**config.mk**
```make
export PLATFORM = sky130hd
export DESIGN_NAME = mcycle_sequencer
export DESIGN_NICKNAME = d
export VERILOG_FILES = /design/src/rtl/mcycle_sequencer.sv
export SDC_FILE = /design/constraint.sdc
export NUM_CORES = 1
export LEC_CHECK = 0
export CELL_PAD_IN_SITES_DETAIL_PLACEMENT = 0
export CELL_PAD_IN_SITES_GLOBAL_PLACEMENT = 1
export CORE_MARGIN = 2
export CORE_UTILIZATION = 28
export CTS_BUF_LIST = sky130_fd_sc_hd__clkbuf_2 sky130_fd_sc_hd__clkbuf_4 sky130_fd_sc_hd__clkbuf_8
export DETAILED_ROUTE_END_ITERATION = 12
export PLACE_DENSITY = 0.95
export RECOVER_POWER = 25
export SYNTH_ARGS = -nofsm -noshare
export SYNTH_HDL_FRONTEND = slang
export SYNTH_SLANG_ARGS = --single-unit
```
**constraint.sdc**
```tcl
create_clock -name clk -period 4.3 [get_ports clk]
set_input_delay 0.86 -clock clk [delete_from_list [all_inputs] [get_ports clk]]
set_output_delay 0.86 -clock clk [all_outputs]
set_load 0.005 [all_outputs]
```
**src/rtl/mcycle_sequencer.sv**
```systemverilog
// Multi-cycle control sequencer for an RV32I subset (add, sub, addi, lw, sw, beq, bne).
// Steps each instruction through FETCH/DECODE/EXEC/MEM/WB and traps on illegal opcodes or memory timeouts.
module mcycle_sequencer #(
    parameter int DATA_WIDTH = 32,
    parameter int MAX_WAIT   = 16
) (
    input  logic                  clk,
    input  logic                  rst,
    input  logic [DATA_WIDTH-1:0] instr,
    input  logic                  EQ,
    input  logic                  imem_ready,
    input  logic                  mem_ready,
    output logic                  imem_req,
    output logic                  mem_req,
    output logic                  mem_we,
    output logic                  IRen,
    output logic                  PCen,
    output logic                  PCsrc,
    output logic                  RegWrite,
    output logic                  ALUsrc,
    output logic [2:0]            ALUctrl,
    output logic [1:0]            ImmSrc,
    output logic                  ResultSrc,
    output logic                  trap,
    output logic [2:0]            state
);

    localparam int CW = $clog2(MAX_WAIT);
    localparam logic [CW-1:0] WAIT_LAST = CW'(MAX_WAIT - 1);

    localparam logic [6:0] OP_R      = 7'b0110011;
    localparam logic [6:0] OP_I      = 7'b0010011;
    localparam logic [6:0] OP_LOAD   = 7'b0000011;
    localparam logic [6:0] OP_STORE  = 7'b0100011;
    localparam logic [6:0] OP_BRANCH = 7'b1100011;

    localparam logic [2:0] ALU_ADD = 3'b000;
    localparam logic [2:0] ALU_SUB = 3'b001;
    localparam logic [1:0] IMM_I   = 2'b00;
    localparam logic [1:0] IMM_S   = 2'b01;
    localparam logic [1:0] IMM_B   = 2'b10;

    typedef enum logic [2:0] {
        S_FETCH  = 3'd0,
        S_DECODE = 3'd1,
        S_EXEC   = 3'd2,
        S_MEM    = 3'd3,
        S_WB     = 3'd4,
        S_TRAP   = 3'd7
    } state_e;

    typedef enum logic [2:0] {
        C_ALU_R  = 3'd0,
        C_ALU_I  = 3'd1,
        C_LOAD   = 3'd2,
        C_STORE  = 3'd3,
        C_BRANCH = 3'd4
    } class_e;

    state_e        state_q, state_d;
    class_e        class_q, class_d;
    logic [CW-1:0] wait_q, wait_d;

    logic [6:0] opcode_s;
    logic [2:0] funct3_s;
    logic [6:0] funct7_s;
    class_e     dec_class_s;
    logic       dec_legal_s;
    logic       sel_alu_src_s;
    logic [2:0] sel_alu_ctrl_s;
    logic [1:0] sel_imm_s;
    logic       unused_instr_s;

    assign opcode_s       = instr[6:0];
    assign funct3_s       = instr[14:12];
    assign funct7_s       = instr[31:25];
    assign unused_instr_s = ^instr;
    assign state          = state_q;

    // Opcode/funct decode into an instruction class plus a legality flag.
    always_comb begin
        dec_legal_s = 1'b0;
        dec_class_s = C_ALU_R;
        case (opcode_s)
            OP_R: begin
                dec_class_s = C_ALU_R;
                if ((funct3_s == 3'b000) && ((funct7_s == 7'b0000000) || (funct7_s == 7'b0100000))) begin
                    dec_legal_s = 1'b1;
                end else begin
                    dec_legal_s = 1'b0;
                end
            end
            OP_I: begin
                dec_class_s = C_ALU_I;
                dec_legal_s = (funct3_s == 3'b000);
            end
            OP_LOAD: begin
                dec_class_s = C_LOAD;
                dec_legal_s = (funct3_s == 3'b010);
            end
            OP_STORE: begin
                dec_class_s = C_STORE;
                dec_legal_s = (funct3_s == 3'b010);
            end
            OP_BRANCH: begin
                dec_class_s = C_BRANCH;
                dec_legal_s = (funct3_s == 3'b000) || (funct3_s == 3'b001);
            end
            default: dec_legal_s = 1'b0;
        endcase
    end

    // ALU operand/operation and immediate format for the latched class; shared by EXEC and MEM.
    always_comb begin
        sel_alu_src_s  = 1'b0;
        sel_alu_ctrl_s = ALU_ADD;
        sel_imm_s      = IMM_I;
        case (class_q)
            C_ALU_R: begin
                sel_alu_ctrl_s = instr[30] ? ALU_SUB : ALU_ADD;
            end
            C_ALU_I, C_LOAD: begin
                sel_alu_src_s = 1'b1;
            end
            C_STORE: begin
                sel_alu_src_s = 1'b1;
                sel_imm_s     = IMM_S;
            end
            C_BRANCH: begin
                sel_alu_ctrl_s = ALU_SUB;
                sel_imm_s      = IMM_B;
            end
            default: sel_alu_src_s = 1'b0;
        endcase
    end

    // Next-state, wait counter and per-step control outputs.
    always_comb begin
        state_d   = state_q;
        class_d   = class_q;
        wait_d    = wait_q;
        imem_req  = 1'b0;
        mem_req   = 1'b0;
        mem_we    = 1'b0;
        IRen      = 1'b0;
        PCen      = 1'b0;
        PCsrc     = 1'b0;
        RegWrite  = 1'b0;
        ALUsrc    = 1'b0;
        ALUctrl   = ALU_ADD;
        ImmSrc    = IMM_I;
        ResultSrc = 1'b0;
        trap      = 1'b0;
        case (state_q)
            S_FETCH: begin
                imem_req = 1'b1;
                if (imem_ready) begin
                    IRen    = 1'b1;
                    wait_d  = '0;
                    state_d = S_DECODE;
                end else if (wait_q == WAIT_LAST) begin
                    state_d = S_TRAP;
                end else begin
                    wait_d = wait_q + 1'b1;
                end
            end
            S_DECODE: begin
                if (dec_legal_s) begin
                    class_d = dec_class_s;
                    state_d = S_EXEC;
                end else begin
                    state_d = S_TRAP;
                end
            end
            S_EXEC: begin
                ALUsrc  = sel_alu_src_s;
                ALUctrl = sel_alu_ctrl_s;
                ImmSrc  = sel_imm_s;
                case (class_q)
                    C_BRANCH: begin
                        // PC still points at this branch, so a taken branch goes to PC+ImmOp.
                        PCen    = 1'b1;
                        PCsrc   = (funct3_s == 3'b000) ? EQ : ~EQ;
                        wait_d  = '0;
                        state_d = S_FETCH;
                    end
                    C_LOAD, C_STORE: begin
                        wait_d  = '0;
                        state_d = S_MEM;
                    end
                    default: state_d = S_WB;
                endcase
            end
            S_MEM: begin
                mem_req = 1'b1;
                mem_we  = (class_q == C_STORE);
                ALUsrc  = sel_alu_src_s;
                ALUctrl = sel_alu_ctrl_s;
                ImmSrc  = sel_imm_s;
                if (mem_ready) begin
                    if (class_q == C_STORE) begin
                        PCen    = 1'b1;
                        wait_d  = '0;
                        state_d = S_FETCH;
                    end else begin
                        state_d = S_WB;
                    end
                end else if (wait_q == WAIT_LAST) begin
                    state_d = S_TRAP;
                end else begin
                    wait_d = wait_q + 1'b1;
                end
            end
            S_WB: begin
                RegWrite  = 1'b1;
                ResultSrc = (class_q == C_LOAD);
                PCen      = 1'b1;
                wait_d    = '0;
                state_d   = S_FETCH;
            end
            S_TRAP: begin
                trap    = 1'b1;
                state_d = S_TRAP;
            end
            default: state_d = S_TRAP;
        endcase
    end

    // State, class and wait counter registers.
    always_ff @(posedge clk or negedge rst) begin
        if (!rst) begin
            state_q <= S_FETCH;
            class_q <= C_ALU_R;
            wait_q  <= '0;
        end else begin
            state_q <= state_d;
            class_q <= class_d;
            wait_q  <= wait_d;
        end
    end

endmodule

```
## Yosys cells after proc, flatten, opt, wreduce, memory -nomap -nowiden

Index checks and enable logic that the tools add are counted.

| word-level totals | value |
|---|---|
| register bits | 10 |
| bits of input ports | 37 |
| output and inout bits | 18 |

| operators by class | value |
|---|---|
| $add $sub $neg | 1 |
| equality and inequality tests | 20 |
| mux-type cells | 38 |
| bitwise gates (word level) | 1 |
| reductions and logical operators | 15 |

Operators with widths:

| operator | count |
|---|---|
| $eq 7x6->1 const B | 3 |
| $mux 4 | 5 |
| $mux 1 | 18 |
| $mux 3 | 6 |
| $pmux 4 s4 | 1 |
| $eq 3x2->1 const B | 5 |
| $pmux 3 s5 | 1 |
| $pmux 3 s4 | 1 |
| $eq 3x1->1 const B | 3 |
| $eq 3x3->1 const B | 3 |
| $logic_not 3->1 | 3 |
| $eq 7x2->1 const B | 1 |
| $eq 7x5->1 const B | 1 |
| $eq 7x7->1 const B | 1 |
| $logic_not 7->1 | 1 |
| $pmux 3 s2 | 1 |
| $reduce_or 2->1 | 3 |
| $reduce_or 3->1 | 2 |
| $add 4x1->4 const B | 1 |
| $eq 4x4->1 const B | 1 |
| $pmux 1 s4 | 1 |
| $pmux 2 s2 | 1 |
| $reduce_bool 4->1 | 1 |
| $ne 3x3->1 const B | 1 |
| other kinds (9) | 10 |

## Depth between registers and ports, before layout

| depth | value |
|---|---|
| depth in word-level cells | 7 |
| gate-level depth with buffers | 6 |
| mapped depth without buffers | 6 |

## Least setup slack after synthesis

No wires, ideal clock.

| timing | value |
|---|---|
| kind | input -> register |
| from | in instr[26] |
| to | reg class_q[0] |
| library setup time | 128 ps |
| arrival | 2,329 ps |
| setup slack | 1,844 ps |
| cell stages on the path | 5 |
| path buffers | 0 |
| cell sequence | or4_1 > o31ai_2 > a41oi_2 > nor4_4 > mux2_1 |

| between the ends | value |
|---|---|
| longest elaborated chain between the ends | 6 |

Ends and longest elaborated chain:

| what | RTL line | source |
|---|---|---|
| from (decl) | 9 | `input logic [DATA_WIDTH-1:0] instr,` |
| $eq 7x6->1 / $logic_not 7->1 (equally long branches) | 87 | `if ((funct3_s == 3'b000) && ((funct7_s == 7'b0000000) \|\| (funct7_s == 7'b0100000))) begin` |
| $logic_or 1x1->1 (*) | 87 |  |
| $logic_and 1x1->1 (*) | 87 |  |
| $mux 1 (*) | 87 |  |
| $pmux 1 s4 (*) | 84 | `case (opcode_s)` |
| $reduce_and 2->1 (no line) (*) | - |  |
| to (signal assigned) | 237 | `class_q <= class_d;` |
| to (decl) | 61 | `class_e class_q, class_d;` |

Every way passes the cells marked *; elsewhere a longest branch is shown, timed or not.
A chain may end at the register's enable or synchronous reset.

## Worst setup path after layout

| timing | value |
|---|---|
| from | in instr[14] |
| to | out PCsrc |

| between the ends | value |
|---|---|
| longest elaborated chain between the ends | 4 |

Ends and longest elaborated chain:

| what | RTL line | source |
|---|---|---|
| $logic_not 3->1 | 183 | `PCsrc = (funct3_s == 3'b000) ? EQ : ~EQ;` |
| $mux 1 | 183 |  |
| $mux 1 | 179 | `case (class_q)` |
| $mux 1 | 154 | `case (state_q)` |
| to (decl) | 18 | `output logic PCsrc,` |

No other way between the ends.

==> results_dict.tcl <==
set metrics [dict create \
    status "finished clean" \
    setup_tns_ns 0 \
    start_util 0.295 \
    r2r-start "state[1]" \
    cp_data_arrival_time_ns 2.55 \
    drtIter0Drc 45 \
    final_cell_mix "clkdlybuf4s50_1 (36), nor2_1 (11), dfrtp_1 (10)" \
    wl_per_cell_um 12.5 \
    ys_seq_elements 10 \
    yosys_warnings 0 \
    crit_path_start "instr[14]" \
    finalPower_mw 0.205 \
    worstSetupPathType "in -> out" \
    place.gp.congestion 0.801 \
    maxCapViolations 0 \
    clock.fmax_mhz 293 \
    ir_worst_vdd_uv 104 \
    pre_cts_ws_ns 0.915 \
    setup_viol 0 \
    cts-resized-gates 0 \
    gr-usage-all-layers 0.139 \
    die_w_um 60.9 \
    die_h_um 60.9 \
    grt_first_pass_wirelength_um 3910 \
    cts_root_buffer "clkbuf_4" \
    min_period_ns 3.41 \
    drc_errors 0 \
    synth_ff_type "dfrtp_1" \
    grtUsageMet2 0.243 \
    fin_ws_ns 0.886 \
    core_sq_um 3080 \
    ant_nets 0 \
    grt_max_degree 18 \
    hp-start "wait_q[1]" \
    cts_buffers 3 \
    port_buffers 37 \
    cts.sink_count 10 \
    fin_area_sq_um 1340 \
    cts_tree "built" \
    drive_above_1_share 0.0839 \
    met3_usage 0.0235 \
    holdWs_ns 0.583 \
    clock_path_buffers 2 \
    grt_overflow 0 \
    grt_pass1_vias 883 \
    hold_viol 0 \
    maxSlewHeadroom 0.611 \
    dpl_cell_area_sq_um 1300 \
    die_area_sq_um 3710 \
    synth_edf_count 0 \
    min_path_type "reg -> reg" \
    worst_slew_pin_slew_ns 0.583 \
    syn_inst 107 \
    postCtsSetupBuffers 0 \
    grt.busiest_layer "met2" \
    yosysSeqAreaShare 0.276 \
    num_vias 941 \
    hold_buffers 0 \
    dp_hpwl_um 1960 \
    rows 20 \
    netlist_area_sq_um 907 \
    critPathRequiredTime_ns 3.44 \
    io_pins 55 \
    start_kind "input port" \
    firstDrtPassIters 4 \
    wl_um 2340 \
    maxSlewViolCount 0 \
    nNetsFinal 182 \
    syn_to_final_growth_pct 47.3 \
    cellLeakagePower_nw 0.501 \
    synth_cell_types 43 \
    pwr_density_cell_nw_per_um2 154 \
    fin_skew_ns 0.00309 \
    antenna_cells 0 \
    antenna_found_initial 0 \
    clock_latency_ns 0.25 \
    path_max_fanout 2 \
    htreeDepth 1 \
    synth_area_per_cell_sq_um 8.48 \
    layout_commonest_cell "clkdlybuf4s50_1" \
    async_flop_share 1.00 \
    rsz0062_at_grt "no" \
    period_share 0.794 \
    use_met1 0.173 \
    vias_per_cell 5.03 \
    cts.clk_slew.worst_paths_ns 0.06 \
    crit_path_end_kind "output port" \
]
flip-flops by register name, indices dropped and copies added, names as in the netlist:
register	count
wait_q	4
class_q	3
state	3
per-layer routing:
| layer | part of all wire | vias to the layer above |
|---|---|---|
| met5 | 0 | - |
| met2 | 0.51 | 16 |
| li1 | - | 476 |
| met1 | 0.44 | 445 |
| met4 | 0.0073 | 0 |
| met3 | 0.035 | 4 |
per-stage QoR:
step                 util  instances
detailed placement  0.422        183
global placement    0.422        183
floorplan               -        108
CTS                 0.434        187
global route        0.434        187
finish              0.434        187
cells in the mapped netlist, types with 2 or more instances:
cell type,n,area share
buf_2,2,0.011
inv_1,2,0.0083
nor2_1,11,0.046
mux2_1,3,0.037
a31oi_1,2,0.014
and3_1,3,0.021
dfrtp_1,10,0.28
a21oi_1,8,0.044
o21ai_0,8,0.044
a2111oi_2,2,0.033
nand3b_1,3,0.025
nor3_1,9,0.050
nand2_1,5,0.021
nand3_1,5,0.028
nand2b_1,4,0.028
buf_4,3,0.025
critical path, cell delays in order:
cell and delay (ns):
clkdlybuf4s50_1 0.45, nor3_1 0.35, xor2_1 0.11, nor4_1 0.22, clkdlybuf4s50_1 0.56
final timing paths:
path | end | slack [ns] | cells past startpoint
max in group asynchronous | class_q[1] | 3.04 | 1
setup reg to reg | wait_q[0] | 2.09 | 5
min in group asynchronous | wait_q[2] | 0.97 | 1
hold reg to reg | wait_q[1] | 0.58 | 1
setup / recovery | PCsrc | 0.89 | 5
hold / removal | wait_q[1] | 0.58 | 1
where the power goes:
part	switching, mW	leakage, nW	internal, mW
registers	0.00000398	0.124	0.0941
clock network	0.0275	0.0210	0.0512
logic	0.0118	0.356	0.0208
layout make-up:
cell class	count	area [sq um]
Multi-Input combinational cell	89	613
Timing Repair Buffer	37	370
Fill cell	297	1740
Tap cell	44	55.1
Inverter	3	11.3
Clock buffer	4	36.3
Sequential cell	10	250
kinds of logic after synthesis:
family / share of synthesized area
AO/OA/AOI/OAI: 0.279
other: 0.00413
AND/OR/NAND/NOR: 0.306
XOR/XNOR: 0.0193
adder cells (fa/ha/maj): 0.0138
flip-flops: 0.276
buffers and inverters: 0.0524
multiplexers: 0.0497
No activity file was read; power rests on OpenSTA's default activity.
